File: src/rtl/flag_select_ctrl_if.sv
// Button/config/index bundle between the pin front-end and the flag lookup stage.
// master drives buttons, count and frame timing; slave (the controller) returns the index.
interface flag_select_ctrl_if;
    logic       btn_reset;
    logic       btn_next;
    logic       btn_prev;
    logic       btn_load;
    logic [7:0] load_value;
    logic [7:0] count;
    logic       frame_start;
    logic       auto_en;
    logic [7:0] index;
    logic       index_changed;
    logic       busy;

    modport master (
        output btn_reset, btn_next, btn_prev, btn_load,
        output load_value, count, frame_start, auto_en,
        input  index, index_changed, busy
    );

    modport slave (
        input  btn_reset, btn_next, btn_prev, btn_load,
        input  load_value, count, frame_start, auto_en,
        output index, index_changed, busy
    );
endinterface

File: src/rtl/flag_select_ctrl.sv
// Debounced flag-select controller: pending index updated by button presses, committed at frame start.
// Define AUTO_CYCLE_EN to add the automatic advance every AUTO_FRAMES frames while auto_en is high.
//
// state   | meaning
// IDLE    | accepting press pulses, clamping pend to the current flag count
// REDUCE  | reducing a loaded value modulo the flag count by repeated subtraction
module flag_select_ctrl #(
    parameter int DB_WIDTH    = 16,
    parameter int DB_LIMIT    = 65535,
    parameter int AUTO_FRAMES = 120
) (
    input logic               clk,
    input logic               rst_n,
    flag_select_ctrl_if.slave bus
);

    localparam logic [0:0] ST_IDLE   = 1'b0;
    localparam logic [0:0] ST_REDUCE = 1'b1;
    localparam logic [DB_WIDTH-1:0] DB_LAST = DB_WIDTH'(DB_LIMIT - 1);

    // bit order everywhere: 0 reset, 1 next, 2 prev, 3 load
    logic [3:0]          raw_btn;
    logic [3:0]          sync1_q, sync1_d;
    logic [3:0]          sync2_q, sync2_d;
    logic [3:0]          db_state_q, db_state_d;
    logic [DB_WIDTH-1:0] db_cnt_q [4];
    logic [DB_WIDTH-1:0] db_cnt_d [4];
    logic [3:0]          press;

    logic [0:0] state_q, state_d;
    logic [7:0] pend_q, pend_d;
    logic [7:0] work_q, work_d;
    logic [7:0] index_q, index_d;
    logic       changed_q, changed_d;
    logic       busy_q, busy_d;

    logic [7:0] ceff;
    logic [8:0] pend_inc;
    logic [7:0] pend_nxt;
    logic [7:0] pend_prv;
    logic       auto_pulse;

    assign raw_btn = {bus.btn_load, bus.btn_prev, bus.btn_next, bus.btn_reset};

    always_comb begin
        sync1_d    = raw_btn;
        sync2_d    = sync1_q;
        db_state_d = db_state_q;
        press      = '0;
        for (int i = 0; i < 4; i++) begin
            db_cnt_d[i] = '0;
            if (sync2_q[i] != db_state_q[i]) begin
                if (db_cnt_q[i] == DB_LAST) begin
                    db_state_d[i] = sync2_q[i];
                    press[i]      = sync2_q[i];
                end else begin
                    db_cnt_d[i] = db_cnt_q[i] + 1'b1;
                end
            end
        end
    end

    always_comb begin
        ceff     = (bus.count == 8'd0) ? 8'd1 : bus.count;
        pend_inc = {1'b0, pend_q} + 9'd1;
        pend_nxt = (pend_inc >= {1'b0, ceff}) ? 8'd0 : pend_inc[7:0];
        pend_prv = (pend_q == 8'd0) ? (ceff - 8'd1) : (pend_q - 8'd1);
    end

    always_comb begin
        state_d = state_q;
        pend_d  = pend_q;
        work_d  = work_q;
        case (state_q)
            ST_IDLE: begin
                if (press[0])        pend_d = 8'd0;
                else if (press[1])   pend_d = pend_nxt;
                else if (press[2])   pend_d = pend_prv;
                else if (press[3]) begin
                    work_d  = bus.load_value;
                    state_d = ST_REDUCE;
                end
                else if (auto_pulse) pend_d = pend_nxt;
                else if (pend_q >= ceff) pend_d = 8'd0;
            end
            default: begin
                if (work_q >= ceff) begin
                    work_d = work_q - ceff;
                end else begin
                    pend_d  = work_q;
                    state_d = ST_IDLE;
                end
            end
        endcase
        // commit samples pend before any same-cycle update
        index_d   = bus.frame_start ? pend_q : index_q;
        changed_d = bus.frame_start && (pend_q != index_q);
        busy_d    = (state_d == ST_REDUCE);
    end

`ifdef AUTO_CYCLE_EN
    localparam logic [8:0] AUTO_LIM = 9'(AUTO_FRAMES);
    logic [7:0] fcnt_q, fcnt_d;
    logic       auto_q, auto_d;

    always_comb begin
        fcnt_d = fcnt_q;
        auto_d = 1'b0;
        if (!bus.auto_en || (press != 4'd0)) begin
            fcnt_d = 8'd0;
        end else if (bus.frame_start && (state_q == ST_IDLE)) begin
            if (({1'b0, fcnt_q} + 9'd1) == AUTO_LIM) begin
                fcnt_d = 8'd0;
                auto_d = 1'b1;
            end else begin
                fcnt_d = fcnt_q + 8'd1;
            end
        end
    end

    always_ff @(posedge clk or negedge rst_n) begin
        if (!rst_n) begin
            fcnt_q <= 8'd0;
            auto_q <= 1'b0;
        end else begin
            fcnt_q <= fcnt_d;
            auto_q <= auto_d;
        end
    end

    assign auto_pulse = auto_q;
`else
    logic unused_auto_en;
    assign unused_auto_en = bus.auto_en;
    assign auto_pulse     = 1'b0;
`endif

    always_ff @(posedge clk or negedge rst_n) begin
        if (!rst_n) begin
            sync1_q    <= '0;
            sync2_q    <= '0;
            db_state_q <= '0;
            for (int i = 0; i < 4; i++) db_cnt_q[i] <= '0;
            state_q    <= ST_IDLE;
            pend_q     <= 8'd0;
            work_q     <= 8'd0;
            index_q    <= 8'd0;
            changed_q  <= 1'b0;
            busy_q     <= 1'b0;
        end else begin
            sync1_q    <= sync1_d;
            sync2_q    <= sync2_d;
            db_state_q <= db_state_d;
            for (int i = 0; i < 4; i++) db_cnt_q[i] <= db_cnt_d[i];
            state_q    <= state_d;
            pend_q     <= pend_d;
            work_q     <= work_d;
            index_q    <= index_d;
            changed_q  <= changed_d;
            busy_q     <= busy_d;
        end
    end

    assign bus.index         = index_q;
    assign bus.index_changed = changed_q;
    assign bus.busy          = busy_q;

endmodule

File: src/flat_wrapper.sv
// flat-port wrapper written by rule: the top's interface ports become plain ports
module flag_select_ctrl_flat 
#(
    parameter int DB_WIDTH    = 16,
    parameter int DB_LIMIT    = 65535,
    parameter int AUTO_FRAMES = 120
)
  (clk, rst_n, bus_btn_reset, bus_btn_next, bus_btn_prev, bus_btn_load, bus_load_value, bus_count, bus_frame_start, bus_auto_en, bus_index, bus_index_changed, bus_busy);
  flag_select_ctrl_if bus_i ();
  input logic clk;
  input logic rst_n;
  input wire logic [$bits(bus_i.btn_reset)-1:0] bus_btn_reset;
  input wire logic [$bits(bus_i.btn_next)-1:0] bus_btn_next;
  input wire logic [$bits(bus_i.btn_prev)-1:0] bus_btn_prev;
  input wire logic [$bits(bus_i.btn_load)-1:0] bus_btn_load;
  input wire logic [$bits(bus_i.load_value)-1:0] bus_load_value;
  input wire logic [$bits(bus_i.count)-1:0] bus_count;
  input wire logic [$bits(bus_i.frame_start)-1:0] bus_frame_start;
  input wire logic [$bits(bus_i.auto_en)-1:0] bus_auto_en;
  output wire logic [$bits(bus_i.index)-1:0] bus_index;
  output wire logic [$bits(bus_i.index_changed)-1:0] bus_index_changed;
  output wire logic [$bits(bus_i.busy)-1:0] bus_busy;
  assign bus_i.btn_reset = bus_btn_reset;
  assign bus_i.btn_next = bus_btn_next;
  assign bus_i.btn_prev = bus_btn_prev;
  assign bus_i.btn_load = bus_btn_load;
  assign bus_i.load_value = bus_load_value;
  assign bus_i.count = bus_count;
  assign bus_i.frame_start = bus_frame_start;
  assign bus_i.auto_en = bus_auto_en;
  assign bus_index = bus_i.index;
  assign bus_index_changed = bus_i.index_changed;
  assign bus_busy = bus_i.busy;
  flag_select_ctrl #(.DB_WIDTH(DB_WIDTH), .DB_LIMIT(DB_LIMIT), .AUTO_FRAMES(AUTO_FRAMES)) u_core (.clk(clk), .rst_n(rst_n), .bus(bus_i));
endmodule
File: config.mk
export PLATFORM = sky130hd
export DESIGN_NAME = flag_select_ctrl_flat
export DESIGN_NICKNAME = d
export VERILOG_FILES = /design/src/rtl/flag_select_ctrl_if.sv /design/src/rtl/flag_select_ctrl.sv /design/src/flat_wrapper.sv
export SDC_FILE = /design/constraint.sdc
export NUM_CORES = 1
export LEC_CHECK = 0
export ABC_CLOCK_PERIOD_IN_PS = 5400
export BUFFER_PORTS_ARGS = -buffer_cell sky130_fd_sc_hd__buf_4
export CORE_MARGIN = 2
export CORE_UTILIZATION = 48
export DETAILED_ROUTE_END_ITERATION = 8
export GPL_ROUTABILITY_DRIVEN = 0
export PLACE_DENSITY = 0.74
export SLEW_MARGIN = 0
export SYNTH_ARGS = -nofsm -noshare
export SYNTH_HDL_FRONTEND = slang
export SYNTH_SLANG_ARGS = --single-unit
File: constraint.sdc
create_clock -name clk -period 5.4 [get_ports clk]
set_input_delay 0.54 -clock clk [delete_from_list [all_inputs] [get_ports clk]]
set_output_delay 0.54 -clock clk [all_outputs]
set_load 0.02 [all_outputs]
==> run metrics, run 1 <==
Leakage Power 3.01 nW; Seq/Total Area, Yosys a little over two fifths; multiplexer area fraction after synthesis between 4 and 5%; Compound-Gate Fraction of Synth Area 9.39%; Final ANT Viol Nets 0; Worst Setup Path Type primary input to flop; shortest period the worst path allows approximately 3500 ps; number of synthesized flops with an enable pin 0; Final Slew Violations 0; layer with the highest usage met2; HP Class primary input to asynchronous set/reset pin; synthesis-stage register bit count 102; post-synthesis adder-cell area fraction ~7.6%; H-tree Lvls 3; first-pass GRT wire length 21.7 mm; Syn Inst Count 625; vias per cell approximately 5.7; die height 116 um; drt total wl approximately 13 mm; Clock Skews ~6.6 ps; Top Ports 34; pin count of the biggest net entering global routing between 50 and 60; crit share post-route between 60% and 70%; initial antenna violation count 0; Power Density approximately 360 nW/um2; area growth from synthesis to layout 11.0%; main combinational cell family by area after synthesis simple AND/OR/NAND/NOR gates; largest cells by area after synthesis dfrtp_1 (42%), xor2_1 (7.7%), ha_1 (7.3%), nor2_1 (4.9%), mux2_2 (3.9%); simple logic cell fraction of the synthesized area 21.5%; Post-synth top flop dfrtp_1; Buffers on Ports 32; postcts setup bufs 0; crit path launch bus_count[6]; maximum buffer depth of the clock tree 2; vias in the first global route between 4,000 and 5,000; post-synth cell types 70; die area between 10,000 and 15,000 um2; vias approximately 4,600; Residual DRC 0; Nets roughly 710; Synth top cells by count dfrtp_1 (102), nor2_1 (79), xor2_1 (53); GRT overflow 0; Inserted Diodes 0; Die X between 100 and 150 um; setup tns final 0 ps; syn_nets between 600 and 700; crit path DAT around 3700 ps; outcome completed; Slew headroom between 20% and 30%; synthesis warning total 0; R2R setup slack approximately 2000 ps; fraction of layout cells with a size suffix above 1 between 10% and 20%; fmax about 290 MHz; routed len/inst 15.7 um; CTS tree built; VDD IR-drop max about 210 uV; core area about 12,000 um2; syn_area_per_cell 9.63 um2; final setup fails 0; # fillers 1,085; Critical Path RT about 5600 ps; worst r2r path cells 12; total CTS buffers 9; crit-path max FO 14; post-synthesis xor/xnor area fraction about 11%; root buf cell clkbuf_16; Max Cap Violations 0; Rows 40; total power ~2.4 mW; CTS sink cnt roughly 100; met3 Use GR approximately 4.3%; DRT Pass-1 Iters 4; CP endpoint kind flop; routing usage on met2 between 30% and 40%; CP max stage delay about 440 ps; Yosys top cell area share between 40% and 50%; hpwl dp 9.36 mm; worst-margin pin slew about 1100 ps; Final Hold Viols 0; worst-path cell chain buf_4 > or3_1 > nor3_1 > a31oi_1 > inv_1 > ha_1 > fa_1 > nor2b_1 > o31ai_1 > a21oi_1 > o311ai_1 > nand3_2 > a21o_1 > a2bb2oi_1; RSZ-0062 raised after global routing false; Yosys top cell by area dfrtp_1; CP max stage cell or3_1; clock latency on the worst-skew pair around 350 ps; Critical R2R Capture u_core.pend_q[2]; Initial Util between 40% and 50%; crit start category primary input; met1 usage about 26%; ys async rst share between 90% and 100%; Reg-to-Reg Start u_core.pend_q[2]; synthesized area approximately 6000 um2; Hold Buf Count CTS 0; Tot GR Track Use 20.4%; initial drt markers about 350; post_cts resized 0; CTS clk-pin slew, worst paths roughly 70 ps; top-count cell post-synth dfrtp_1
## worst max path at each step
stage | endpoint | slack (ps) | cells after the start
final | u_core.pend_q[2] | 1920 | 14
after CTS | u_core.pend_q[2] | 1980 | 12
after detailed placement | u_core.pend_q[2] | 1630 | 14
after global placement | u_core.pend_q[2] | 1700 | 14
after floorplan | u_core.work_q[2] | 2250 | 13
after global routing | u_core.pend_q[2] | 1610 | 14
## stage by stage
step,worst slack [ps],cell area (um2),hold slack (ps),cells,utilization (%)
final,1920,6680,188,820,55.2
after global routing,1610,6680,237,820,55.2
after CTS,1980,6680,211,820,55.2
after detailed placement,1630,6370,341,804,52.6
after global placement,1700,6370,338,804,52.6
after floorplan,2250,6020,244,625,-
## registers in the layout, summed over array words and instances, names as in the netlist
signal                    count
u_core.sync2_q                4
u_core.db_cnt_q              64
u_core.pend_q                 8
u_core.db_state_q             4
u_core.bus.index_changed      1
u_core.state_q                1
u_core.bus.index              8
u_core.work_q                 8
u_core.sync1_q                4
## power breakdown
group / internal, mW / leakage, nW / switching [mW]
sequential: 0.841 / 1.37 / 0.124
clock: 0.379 / 0.149 / 0.305
combinational: 0.339 / 1.49 / 0.424
total: 1.56 / 3.01 / 0.853
## cells in the final DEF (no fill, tap or decap), types with 6 or more instances in the layout
| master | count |
|---|---|
| dfrtp_1 | 102 |
| ha_1 | 35 |
| o21ai_0 | 17 |
| nand3_1 | 33 |
| nor3_1 | 9 |
| nor2_1 | 79 |
| or3_1 | 8 |
| clkbuf_16 | 9 |
| buf_4 | 33 |
| mux2_2 | 21 |
| xnor2_1 | 21 |
| nand2_1 | 45 |
| a31oi_1 | 7 |
| and3_1 | 10 |
| xor2_1 | 53 |
| a21oi_1 | 16 |
| nor2b_1 | 6 |
| inv_1 | 31 |
| and2_1 | 6 |
| nand4_1 | 25 |
## routing by layer
layer  up-vias  part of all wire [%]
li1       2230                     -
met1      2276                    44
met2       101                    49
met3        27                   4.0
met4         0                   2.9
met5         -                     0
## critical path, delay by kind of cell
| family | cells | cell delay (ps) |
|---|---|---|
| AND/OR/NAND/NOR | 4 | 1030 |
| buffers and inverters | 2 | 270 |
| adder cells (fa/ha/maj) | 2 | 420 |
| AO/OA/AOI/OAI | 6 | 1460 |
## final cells by class
class                      instances  area, um2  share of cell area [%]
tap                              168        210                    3.14
sequential                       102       2550                    38.2
inverter                          31        116                    1.74
multi-input combinational        470       3240                    48.5
timing repair buffer              33        248                    3.71
clock inverter                     6       76.3                    1.14
clock buffer                      10        239                    3.58
## cell families (layout without fill, tap and decap cells)
group,Yosys count,in the layout
compound gates,82,82
simple gates,253,253
buf+inv,53,80
xor+xnor,74,74
flops,102,102
mux,25,25
fa+ha+maj,36,36
Note: power is estimated with default switching activity, not from simulation.
==> run 2, diff against run 1 <==
--- a/config.mk
+++ b/config.mk
@@ -5,7 +5,7 @@
 export SDC_FILE = /design/constraint.sdc
 export NUM_CORES = 1
 export LEC_CHECK = 0
-export ABC_CLOCK_PERIOD_IN_PS = 5400
+export ABC_CLOCK_PERIOD_IN_PS = 3500
 export BUFFER_PORTS_ARGS = -buffer_cell sky130_fd_sc_hd__buf_4
 export CORE_MARGIN = 2
 export CORE_UTILIZATION = 48
==> constraint.sdc (replaced) <==
create_clock -name clk -period 3.5 [get_ports clk]
set_input_delay 0.35 -clock clk [delete_from_list [all_inputs] [get_ports clk]]
set_output_delay 0.35 -clock clk [all_outputs]
set_load 0.02 [all_outputs]
==> run metrics, run 2 (synthesized netlist as in run 1, its figures left out) <==
outcome completed (unchanged); postcts setup bufs 0 (unchanged); post_cts resized 0 (unchanged); routed len/inst 15.5 um (was 15.7 um); crit-path max FO 12 (was 14); commonest non-fill, non-tap cell in the layout dfrtp_1 (unchanged); most frequent cells in the layout dfrtp_1 (102), nor2_1 (79), xor2_1 (53) (unchanged); area growth from synthesis to layout 12.3% (was 11.0%); die area 13,500 um2 (unchanged); fmax between 300 and 400 MHz; shortest period the worst path allows between 3000 and 4000 ps; Final ANT Viol Nets 0 (unchanged); Critical Path RT 3750 ps (was 5630 ps); worst-margin pin slew 1160 ps (was 1110 ps); Die X 116 um (unchanged); Top Layer Used met4 (unchanged); vias in the first global route 4,667 (was 4,564); HP Class primary input to asynchronous set/reset pin (unchanged); crit path DAT 3490 ps (was 3700 ps); Leakage Power 3.06 nW (was 3.01 nW); Worst Setup Path Type flop to flop (was primary input to flop); placed cell areas 6440 um2 (was 6370 um2); met3 wire length 723 um (was 508 um); met1 wire length 5.54 mm (was 5.62 mm); R2R setup slack 270 ps (was 1950 ps); Buffers on Ports 32 (unchanged); pin count of the biggest net entering global routing 59 (was 56); crit share post-route between 90 and 100%; Slew headroom 22.3% (was 25.9%); Power Density 555 nW/um2 (was 361 nW/um2); Inserted Diodes 0 (unchanged); H-tree Lvls 3 (unchanged); CP max stage delay 540 ps (was 440 ps); fraction of layout cells with a size suffix above 1 14.5% (was 13.3%); RSZ-0062 raised after global routing false (unchanged); Hold Buf Count CTS 0 (unchanged); fin area 6760 um2 (was 6680 um2); Initial Util 49.7% (unchanged); crit start category flop (was primary input); Rows 40 (unchanged); GRT overflow 0 (unchanged); CTS clk-pin slew, worst paths 70 ps (about the same); buffers plus inverters on the worst setup path 1 (was 2); total power 3.76 mW (was 2.41 mW); drt total wl 12.9 mm (was 12.8 mm); CP most frequent cell ha_1; post-layout util 55.8% (was 55.2%); # fillers 1,056 (was 1,085); hpwl dp 9.52 mm (was 9.36 mm); Final Hold Viols 0 (unchanged); worst r2r path cells 12 (unchanged); initial drt markers 312 (was 348); worst-path cell chain inv_1 > ha_1 > nor4b_2 > and3_1 > mux2i_1 > ha_1 > o311a_1 > nand3_1 > xor2_1 > a22o_1 > a22oi_1 > o21ai_1 (was buf_4 > or3_1 > nor3_1 > a31oi_1 > inv_1 > ha_1 > fa_1 > nor2b_1 > o31ai_1 > a21oi_1 > o311ai_1 > nand3_2 > a21o_1 > a2bb2oi_1); final setup fails 0 (unchanged); maximum buffer depth of the clock tree 2 (unchanged); VDD IR-drop max 479 uV (was 208 uV); vias per cell 5.59 (was 5.65); Tot GR Track Use 20.7% (was 20.4%); CTS sink cnt 102 (unchanged); total CTS buffers 9 (unchanged); root buf cell clkbuf_16 (unchanged); die height 116 um (unchanged); CTS tree built (unchanged); CP max stage cell dfrtp_1 (was or3_1); Most flops, register u_core.db_cnt_q (unchanged); setup tns final 0 ps (unchanged); Max Cap Violations 0 (unchanged); Nets 716 (was 707); core area 12,100 um2 (unchanged); Clock Skews 9.78 ps (was 6.56 ps); Top Ports 34 (unchanged); Final Slew Violations 0 (unchanged); clock latency on the worst-skew pair 370 ps (was 350 ps); first-pass GRT wire length 21.9 mm (was 21.7 mm); WHS 43.1 ps (was 188 ps); DRT Pass-1 Iters 5 (was 4); vias 4,632 (was 4,634); Critical Path Stages 12 (was 14); Residual DRC 0 (unchanged); initial antenna violation count 0 (unchanged); cell family with most CP delay simple AND/OR/NAND/NOR gates (was compound AO/OA/AOI/OAI gates); wire length on met2 6.25 mm (was 6.34 mm); CP endpoint kind flop (unchanged); max FFs per register 64 (unchanged)
## run 2: cell types whose count changed in the layout (fill, tap and decap cells not counted)
cell and delta:
inv_6 +1, clkbuf_8 -1, clkinv_8 +2, clkinvlp_4 -2, buf_4 +9
## run 2: area by class of cell
class	instances	area [um2]	area share (%)
clock buffers	9	225	3.33
inverters	31	116	1.72
clock inverters	7	103	1.52
multi-input cells	470	3240	47.9
flip-flops and latches	102	2550	37.7
repair buffers	42	315	4.66
well taps	168	210	3.11
## run 2: per-layer routing
| metal | track usage, % | up-vias |
|---|---|---|
| li1 | - | 2251 |
| met1 | 25.3 | 2234 |
| met2 | 34.8 | 117 |
| met3 | 5.91 | 30 |
| met4 | 7.78 | 0 |
| met5 | 0 | - |
## run 2: where the power goes
group / total, mW / switching (mW) / leakage [nW] / internal [mW]
registers: 1.42 / 0.119 / 1.37 / 1.30
logic: 1.26 / 0.702 / 1.54 / 0.560
clock network: 1.07 / 0.495 / 0.160 / 0.580
## run 2: path summary, 6_finish.rpt
path	startpoint	end
min reg2reg	u_core.sync1_q[3]	u_core.sync2_q[3]
max	u_core.pend_q[1]	u_core.pend_q[6]
min in group clk	bus_btn_next	u_core.sync1_q[1]
min	rst_n	u_core.db_cnt_q[40]
max in group asynchronous	rst_n	u_core.db_cnt_q[10]
max reg2reg	u_core.pend_q[1]	u_core.pend_q[6]
## run 2: metrics by stage
stage / worst slack [ps] / cells
3_3_place_gp: 157 / 813
2_1_floorplan: 544 / 625
3_5_place_dp: 31.2 / 813
5_1_grt: 66.8 / 829
4_1_cts: 354 / 829
6_report: 266 / 829
